`src/rtl/bit_packer.sv`:
```
// bit_packer: collects serial bits LSB-first into WIDTH-bit words,
// queues them in a DEPTH-entry FIFO and presents them on a valid/ready port.
// A flush pulse emits the current partial word, zero-padded in its upper bits.
module bit_packer #(
    parameter int unsigned WIDTH = 2,
    parameter int unsigned DEPTH = 2
) (
    input  logic             clk,
    input  logic             rst,
    input  logic             din,
    input  logic             din_vld,
    output logic             din_rdy,
    input  logic             flush,
    output logic [WIDTH-1:0] dout,
    output logic             dout_vld,
    input  logic             dout_rdy,
    output logic             busy
);

    localparam int unsigned CW = $clog2(WIDTH);
    localparam int unsigned PW = (DEPTH > 1) ? $clog2(DEPTH) : 1;
    localparam int unsigned OW = $clog2(DEPTH + 1);

    typedef enum logic {
        ST_RUN  = 1'b0,
        ST_PEND = 1'b1
    } state_t;

    state_t           state;
    state_t           state_nxt;
    logic [WIDTH-1:0] shreg;
    logic [WIDTH-1:0] shreg_nxt;
    logic [WIDTH-1:0] merged;
    logic [CW-1:0]    cnt;
    logic [CW-1:0]    cnt_nxt;
    logic             push;
    logic [WIDTH-1:0] push_word;

    logic [WIDTH-1:0] mem [DEPTH];
    logic [PW-1:0]    rd_ptr;
    logic [PW-1:0]    wr_ptr;
    logic [OW-1:0]    occ;

    logic full;
    logic accept;
    logic last_bit;
    logic pop;

    // Pointer advance with wrap at DEPTH-1 (DEPTH need not be a power of two)
    function automatic logic [PW-1:0] ptr_inc(input logic [PW-1:0] p);
        return (p == PW'(DEPTH - 1)) ? '0 : p + PW'(1);
    endfunction

    // Handshake and status terms, all derived from registered state
    assign full     = (occ == OW'(DEPTH));
    assign last_bit = (cnt == CW'(WIDTH - 1));
    assign din_rdy  = (state == ST_RUN) && !(full && last_bit);
    assign accept   = din_vld && din_rdy;
    assign dout_vld = (occ != '0);
    assign pop      = dout_vld && dout_rdy;
    assign dout     = mem[rd_ptr];
    assign busy     = (cnt != '0) || (state == ST_PEND) || dout_vld;

    // State register and assembly register
    always_ff @(posedge clk or posedge rst) begin
        if (rst) begin
            state <= ST_RUN;
            shreg <= '0;
            cnt   <= '0;
        end else begin
            state <= state_nxt;
            shreg <= shreg_nxt;
            cnt   <= cnt_nxt;
        end
    end

    // Next-state: bit assembly, word completion and flush handling
    always_comb begin
        state_nxt = state;
        shreg_nxt = shreg;
        cnt_nxt   = cnt;
        push      = 1'b0;
        push_word = shreg;
        merged    = shreg;
        if (accept) begin
            merged[cnt] = din;
        end
        case (state)
            ST_RUN: begin
                if (accept && last_bit) begin
                    push      = 1'b1;
                    push_word = {din, shreg[WIDTH-2:0]};
                    shreg_nxt = '0;
                    cnt_nxt   = '0;
                end else if (flush && (accept || (cnt != '0))) begin
                    if (!full) begin
                        push      = 1'b1;
                        push_word = merged;
                        shreg_nxt = '0;
                        cnt_nxt   = '0;
                    end else begin
                        state_nxt = ST_PEND;
                        shreg_nxt = merged;
                        cnt_nxt   = accept ? cnt + CW'(1) : cnt;
                    end
                end else if (accept) begin
                    shreg_nxt = merged;
                    cnt_nxt   = cnt + CW'(1);
                end
            end
            ST_PEND: begin
                // Pending partial word leaves on the first non-full cycle
                if (!full) begin
                    push      = 1'b1;
                    push_word = shreg;
                    shreg_nxt = '0;
                    cnt_nxt   = '0;
                    state_nxt = ST_RUN;
                end
            end
            default: begin
                state_nxt = ST_RUN;
            end
        endcase
    end

    // Output FIFO: storage, pointers and occupancy
    always_ff @(posedge clk or posedge rst) begin
        if (rst) begin
            for (int i = 0; i < int'(DEPTH); i++) begin
                mem[i] <= '0;
            end
            rd_ptr <= '0;
            wr_ptr <= '0;
            occ    <= '0;
        end else begin
            if (push) begin
                mem[wr_ptr] <= push_word;
                wr_ptr      <= ptr_inc(wr_ptr);
            end
            if (pop) begin
                rd_ptr <= ptr_inc(rd_ptr);
            end
            case ({push, pop})
                2'b10:   occ <= occ + OW'(1);
                2'b01:   occ <= occ - OW'(1);
                default: occ <= occ;
            endcase
        end
    end

endmodule

```
`config.mk`:
```
export PLATFORM = sky130hd
export DESIGN_NAME = bit_packer
export DESIGN_NICKNAME = d
export VERILOG_FILES = /design/src/rtl/bit_packer.sv
export SDC_FILE = /design/constraint.sdc
export NUM_CORES = 1
export LEC_CHECK = 0
export CORE_MARGIN = 2
export CORE_UTILIZATION = 47
export DETAILED_ROUTE_END_ITERATION = 8
export GPL_TIMING_DRIVEN = 0
export PLACE_DENSITY = 0.73
export SYNTH_ARGS = -nofsm -noshare
export SYNTH_HDL_FRONTEND = slang
export SYNTH_SLANG_ARGS = --single-unit
```
`constraint.sdc`:
```
create_clock -name clk -period 2.3 [get_ports clk]
set_input_delay 0.46 -clock clk [delete_from_list [all_inputs] [get_ports clk]]
set_output_delay 0.46 -clock clk [all_outputs]
set_load 0.01 [all_outputs]
```
==> results of run 1 <==
power groups by stage:
stage	clock network, W	registers (W)	logic (W)
4_1_cts	0.000131	0.000398	0.000809
6_report	0.000127	0.000388	0.000968
2_1_floorplan	0	0.000371	0.000560
3_5_place_dp	0	0.000393	0.000747
5_1_grt	0.000148	0.000396	0.00104
3_3_place_gp	0	0.000385	0.000729
synthesized netlist by cell type (all sizes together):
library cell,n,area (um^2)
nor3b,1,18.8
or3,1,6.26
ha,3,37.5
nand4,1,6.26
a32o,2,20.0
a41oi,1,8.76
a21boi,2,15.0
o21a,1,7.51
xor2,2,17.5
xnor2,3,26.3
a31oi,2,12.5
nand2,2,7.51
dfrtp,12,300
inv,6,22.5
or2,1,6.26
and2b,3,22.5
a21oi,4,20.0
and4,1,8.76
o22ai,2,12.5
nor2b,2,12.5
mux2,8,101
buf,2,22.5
nand2b,3,21.3
and2,3,18.8
nor2,3,11.3
o21ai,3,15.0
timing repair:
action	CTS	global route
endpoints found under the setup margin	6	4
pin swaps	0	4
resized for setup	11	3
endpoints found under the hold margin	0	0
buffers inserted	2	7
registers in the layout, indices dropped and copies added (netlist names):
name and flops:
mem 4, occ 2, shreg 2, cnt 1, rd_ptr 1, state 1, wr_ptr 1
cell type report:
type / count / area (um^2)
fill: 115 / 483
tap: 16 / 20.0
clock buffer: 3 / 22.5
sequential: 12 / 302
inverter: 6 / 22.5
timing repair buffer: 19 / 165
buffer: 2 / 22.5
multi-input combinational: 54 / 487
layer usage:
metal,wire length (um),share of wire (%)
met5,0,0
met4,64,3.7
met3,42,2.4
met1,755,43
met2,889,51
kinds of logic after synthesis:
family / count (synthesis) / share of synthesized area, %
flops: 12 / 38.5
fa+ha+maj: 3 / 4.82
simple gates: 21 / 18.0
compound gates: 17 / 14.3
xor+xnor: 5 / 5.62
buf+inv: 8 / 5.78
mux: 8 / 13.0
final timing paths:
check,depth (start not counted),slack (ns),to,start
worst max register to register,9,0.11,mem[1],occ[0]
worst max-delay path,9,0.1,mem[1],din_vld
worst min register to register,1,0.51,shreg[0],shreg[0]
worst min-delay path,2,0.49,occ[1],rst
max in group asynchronous,2,1.47,occ[0],rst
min in group clk,1,0.51,shreg[0],shreg[0]
through the flow:
| step | worst slack, ns | power, W | setup TNS (ns) |
|---|---|---|---|
| after floorplan | 0.0608 | 0.000931 | 0 |
| after global placement | -0.490 | 0.00111 | -2.75 |
| after detailed placement | -0.522 | 0.00114 | -2.81 |
| after CTS | 0.0286 | 0.00134 | 0 |
| after global routing | -0.00801 | 0.00158 | -0.00801 |
| final | 0.0981 | 0.00148 | 0 |
placed cells by master (no fill, tap or decap), types with 3 or more instances in the layout:
cell type and n:
inv_1 6, a21oi_1 4, buf_4 9, mux2_4 3, mux2_2 5, dfrtp_1 11
clkbuf_4 3, clkdlybuf4s50_1 8
==> run metrics, run 1 <==
grt total ovfl 0; vias in the first global route 629; I/O Buffers 10; Clk network pwr share about 8.6%; WS Path Type input port to register; Final min period approximately 2.2 ns; post-synthesis sequential area ratio about two fifths; final hold slack around 0.49 ns; Setup Skew about 0.0028 ns; NetSw between 0.0005 and 0.0006 W; Mapped Avg Cell Area around 11 um^2; first-pass GRT wire length about 2800 um; Final setup viols 0; Ports 11; CP Capture Type register; Max-cap violations 0; global routing usage on met3 between 4 and 5%; Die Y ~45 um; logic gate share of total power ~65%; Area after DPL around 900 um^2; Slew Limit Fails 0; WL final between 1500 and 2000 um; worst slew pin tran 0.464 ns; DRT antenna net count 0; synthesized instance count 74; Post-CTS Hold Buffers 0; Tcrit/Tclk final 95.7%; diodes inserted 0; cell mode on critical path mux2_2; per-cell routed wire length roughly 16 um; final core occ about 68%; clock transition at the registers of the reported paths about 0.07 ns; core footprint approximately 1500 um^2; critical path, cell by cell dlygate4sd2_1, and2b_1, and2_1, inv_1, ha_1, and2b_2, a41oi_2, mux2_2, mux2_2; Initial Utilization between 50% and 60%; largest net degree at the start of global routing 13; area added between synthesis and finish 33.5%; nets about 110; Die Area between 2000 and 2500 um^2; TritonCTS clock tree built; DR iter-0 viols 9; Layout Cells excl Fill approximately 110; CTS HTree Levels 1; CTS root buffer clkbuf_4; Worst slew margin a little under 70%; CTS buffer count 3; Final Hold Fails 0; Yosys reg bits 12; Pre-antenna DRT Iters 3; slowest cell delay on critical path around 0.37 ns; GRT Max-Usage Layer met2; pwr dens 1420 nW/um^2; Synth Cell Area 779 um^2; Slowest-stage cell, CP mux2_2; Int Pwr a little over 0.0009 W; initial antenna violation count 0; crit-path max FO 5; status finished, final reports clean; DRC 0; Post-Syn Nets a little over 80; placed cells 100; maximum root-to-sink buffer count 2; Worst VDD drop just under 900 uV; Synth Warn # 0; layout cells sized above 1 between 30% and 40%; Clk Latency, worst-skew pair between 0.2 and 0.3 ns; Startpoint Class input port; Leakage about 0.47 nW; dpl hpwl 1130 um; num rows 14; routability cong. ~0.86; Die W about 45 um; met1 usage ~22%; Req. time, crit path 2.46 ns; crit-path leading delay family multiplexers; Vias/cell about 5.7; met2 Use GR ~32%; Global Route Usage Sum between 10% and 20%; power share of the sequential group a little over a quarter; post-route cell area ~1000 um^2; Cell variety after synth 30; CTS sink cnt 12; worst hold path type input port to async pin; routed via count 638; Sw Share about two fifths; Max Clk Rate between 0.4 and 0.5 GHz; Worst EP arrival approximately 2.4 ns; WP buf/inv 2
Power figures use the tool's default switching activity.
==> run 2, diff against run 1 <==
- CORE_MARGIN: 2 -> 3
==> run metrics, run 2 (synthesis gave the netlist of run 1 again) <==
status finished, final reports clean; Worst R2R Setup Slack approximately 0.13 ns; setup ws final 0.0776 ns; unrepaired setup endpoints after global routing no; CTS root buffer clkbuf_4; worst slew pin tran roughly 0.47 ns; vias in the first global route ~570; num rows 14; CTS buffer count 3; routability cong. approximately 0.83; grt total ovfl 0; power share of the sequential group between 20% and 30%; area added between synthesis and finish 33.5%; Vias/cell ~5.6; DR iter-0 viols 12; Die W roughly 47 um; per-cell routed wire length 15.0 um; nets 106; Tcrit/Tclk final between 90% and 100%; Initial Utilization just over 50%; Area after DPL between 800 and 900 um^2; Global Route Usage Sum 16.5%; Slew Limit Fails 0; WS Path Type register to output port; DRC 0; layout cells sized above 1 between 30% and 40%; Leakage around 0.46 nW; commonest non-fill, non-tap cell in the layout dfrtp_1; Worst VDD drop 825 uV; Top reg by flops mem; I/O Buffers 10; biggest registers after layout mem (4), occ (2), shreg (2); DRT antenna net count 0; Pre-antenna DRT Iters 4; CP Capture Type output port; Worst EP arrival approximately 1.8 ns; WL final approximately 1700 um; final hold slack 0.489 ns; TritonCTS clock tree built; Clk network pwr share between 10% and 20%; Int Pwr between 0.0009 and 0.001 W; NetSw roughly 0.00055 W; Ports 11; Place WS -0.522 ns; Max-cap violations 0; first-pass GRT wire length approximately 2500 um; initial antenna violation count 0; Die Y around 47 um; largest net degree at the start of global routing 13; Max Clk Rate between 0.4 and 0.5 GHz; Final min period 2.22 ns; Largest register FFs 4; diodes inserted 0; maximum root-to-sink buffer count 2; worst hold path type input port to async pin; Final Hold Fails 0; CTS sink cnt 12; Setup Skew ~0.0019 ns; Die Area 2180 um^2; Worst slew margin 68.5%; Final setup viols 0; most frequent cells in the layout dfrtp_1, clkdlybuf4s50_1, buf_4, inv_1, mux2_2; logic gate share of total power about 63%; post-route cell area ~1000 um^2; CTS HTree Levels 1; Req. time, crit path ~1.8 ns; clock transition at the registers of the reported paths around 0.08 ns; Startpoint Class register; Sw Share 37.1%; routed via count slightly above 600; pwr dens 1420 nW/um^2; crit-path max FO 3; setup TNS 0 ns; Clk Latency, worst-skew pair between 0.2 and 0.3 ns; core footprint 1540 um^2; dpl hpwl between 1000 and 1500 um
run 2: cell count changes in the layout (fill, tap and decap cells not counted), sizes merged:
cell / before / now
buf: 11 / 10
clkbuf: 3 / 4
run 2: routing by layer:
layer | wire length (um) | global-route usage, % | up-vias | part of all wire (%)
met2 | 812 | 27.2 | 18 | 48
met3 | 49 | 3.52 | 6 | 2.9
met4 | 44 | 8.29 | 0 | 2.6
met5 | 0 | 0 | - | 0
li1 | - | - | 304 | -
met1 | 775 | 20.3 | 295 | 46
run 2: cell type report:
cell class	count	area (um^2)
timing repair buffer	18	158
multi-input combinational	54	480
buffer	2	22.5
fill	125	500
sequential	12	302
tap	16	20.0
inverter	6	22.5
clock buffer	4	36.3
run 2: final timing paths:
path	from	end	cells after the start
min in group clk	wr_ptr	wr_ptr	1
hold / removal	rst	occ[1]	2
max in group asynchronous	rst	occ[0]	2
setup / recovery	occ[0]	busy	4
hold reg to reg	wr_ptr	wr_ptr	1
setup reg to reg	cnt	occ[1]	12
run 2: critical path, stage by stage, from the launching register on:
cell and delay (ns):
dfrtp_2 0.44, buf_4 0.15, or2_2 0.30, or3_1 0.31, dlygate4sd2_1 0.29
run 2: power groups by stage:
stage | registers (W) | clock network (W) | logic [W]
after CTS | 0.000396 | 0.000170 | 0.000789
after global placement | 0.000385 | 0 | 0.000732
final | 0.000381 | 0.000170 | 0.000932
after detailed placement | 0.000392 | 0 | 0.000740
after floorplan | 0.000371 | 0 | 0.000560
after global routing | 0.000391 | 0.000186 | 0.00102
run 2: what timing repair did:
action | 4_1_cts | 5_1_grt
buffers inserted | 1 | 7
pin swaps | 1 | 2
setup endpoints to repair | 7 | 4
resized for setup | 10 | 3
hold buffers | 0 | 0
run 2: metrics by stage:
step / utilization [%] / cells / power [W]
floorplan: - / 74 / 0.000931
global placement: 58.4 / 100 / 0.00112
detailed placement: 58.4 / 100 / 0.00113
CTS: 63.1 / 105 / 0.00135
global route: 67.5 / 112 / 0.00159
finish: 67.5 / 112 / 0.00148
==> run 3, diff against run 2 <==
- SETUP_SLACK_MARGIN: unset -> 0.3
==> run metrics, run 3 (synthesis gave the netlist of run 1 again) <==
clock transition at the registers of the reported paths roughly 0.070 ns; crit-path max FO 4; Largest register FFs 4; maximum root-to-sink buffer count 2; DRT antenna net count 0; CP Capture Type register; Clk Latency, worst-skew pair roughly 0.27 ns; DR iter-0 viols 14; Req. time, crit path 2.45 ns; Max-cap violations 0; commonest non-fill, non-tap cell in the layout buf_4; Slew Limit Fails 0; Initial Utilization a little over 50%; Place WS -0.396 ns; pwr dens about 1400 nW/um^2; Setup Skew about 0.0025 ns; largest net degree at the start of global routing 13; Top reg by flops mem; Worst VDD drop 1020 uV; Die W 46.7 um; grt total ovfl 0; num rows 14; nets ~110; Die Area between 2000 and 2500 um^2; CTS root buffer clkbuf_4; setup TNS 0 ns; layout cells sized above 1 between 40% and 50%; Tcrit/Tclk final a little over 90%; CTS HTree Levels 1; first-pass GRT wire length approximately 2700 um; Ports 11; Worst slew margin about two thirds; Pre-antenna DRT Iters 4; final core occ 71.5%; per-cell routed wire length 14.4 um; routed via count 630; diodes inserted 0; initial antenna violation count 0; status finished, final reports clean; placed cells 100; most frequent cells in the layout buf_4, dfrtp_1, mux2_4, clkdlybuf4s50_1, inv_1; setup ws final 0.197 ns; Max Clk Rate ~0.48 GHz; Die Y about 47 um; I/O Buffers 10; worst slew pin tran between 0.4 and 0.5 ns; WL final around 1700 um; Worst EP arrival 2.26 ns; Startpoint Class input port; core footprint around 1500 um^2; Vias/cell roughly 5.4; WS Path Type input port to register; Final Hold Fails 0; TritonCTS clock tree built; area added between synthesis and finish 41.4%; Leakage approximately 0.5 nW; Final setup viols 0; unrepaired setup endpoints after global routing yes; worst hold path type register to register; Final min period 2.10 ns; vias in the first global route about 630; Layout Cells excl Fill about 120; routability cong. 0.817; CTS buffer count 3; CTS sink cnt 12; dpl hpwl 1120 um; Global Route Usage Sum 17.5%; DRC 0; biggest registers after layout mem (4), occ (2), shreg (2)
-- run 3: final timing paths --
path / from / to / slack (ns) / cells past startpoint
max in group asynchronous: rst / occ[0] / 1.45 / 2
max: din_vld / mem[1] / 0.20 / 9
min: wr_ptr / wr_ptr / 0.49 / 1
max reg2reg: occ[0] / mem[1] / 0.20 / 9
min in group asynchronous: rst / occ[1] / 0.51 / 2
min reg2reg: wr_ptr / wr_ptr / 0.49 / 1
-- run 3: repair_timing --
item                       4_1_cts  5_1_grt
hold buffers                     0        0
gates resized for setup         14        4
setup endpoints to repair       13       11
buffers inserted                10        3
pin swaps                        4        4
-- run 3: critical path: stages --
cell             delay (ns)
clkdlybuf4s15_2        0.20
and2b_2                0.21
and2_4                 0.16
inv_2                  0.05
ha_4                   0.11
and2b_2                0.25
a41oi_2                0.22
mux2_4                 0.33
mux2_4                 0.26
-- run 3: final cells by class --
cell class | count | area [um^2]
buffer | 2 | 22.5
multi-input combinational | 54 | 518
sequential | 12 | 302
inverter | 6 | 22.5
tap | 16 | 20.0
clock buffer | 3 | 22.5
timing repair buffer | 23 | 195
fill | 122 | 439
-- run 3: power breakdown --
part	leakage [nW]	switching (W)	total, W	internal, W
Clock	0.0138	0.0000644	0.000125	0.0000606
Combinational	0.336	0.000440	0.00104	0.000603
Sequential	0.151	0.0000700	0.000382	0.000312
Total	0.501	0.000574	0.00155	0.000976
-- run 3: layer usage --
layer | GRT usage [%] | vias to the layer above | share of wire (%)
li1 | - | 313 | -
met1 | 21.8 | 307 | 49
met2 | 28.3 | 10 | 47
met3 | 8.59 | 0 | 4.2
met4 | 2.21 | 0 | 0
met5 | 0 | - | 0
-- run 3: metrics by stage --
stage	total power, W	hold WS (ns)	instance area [um^2]
finish	0.00155	0.487	1100
detailed placement	0.00122	0.481	952
global placement	0.00120	0.477	952
CTS	0.00150	0.491	1070
global route	0.00167	0.507	1100
floorplan	0.00101	0.325	832
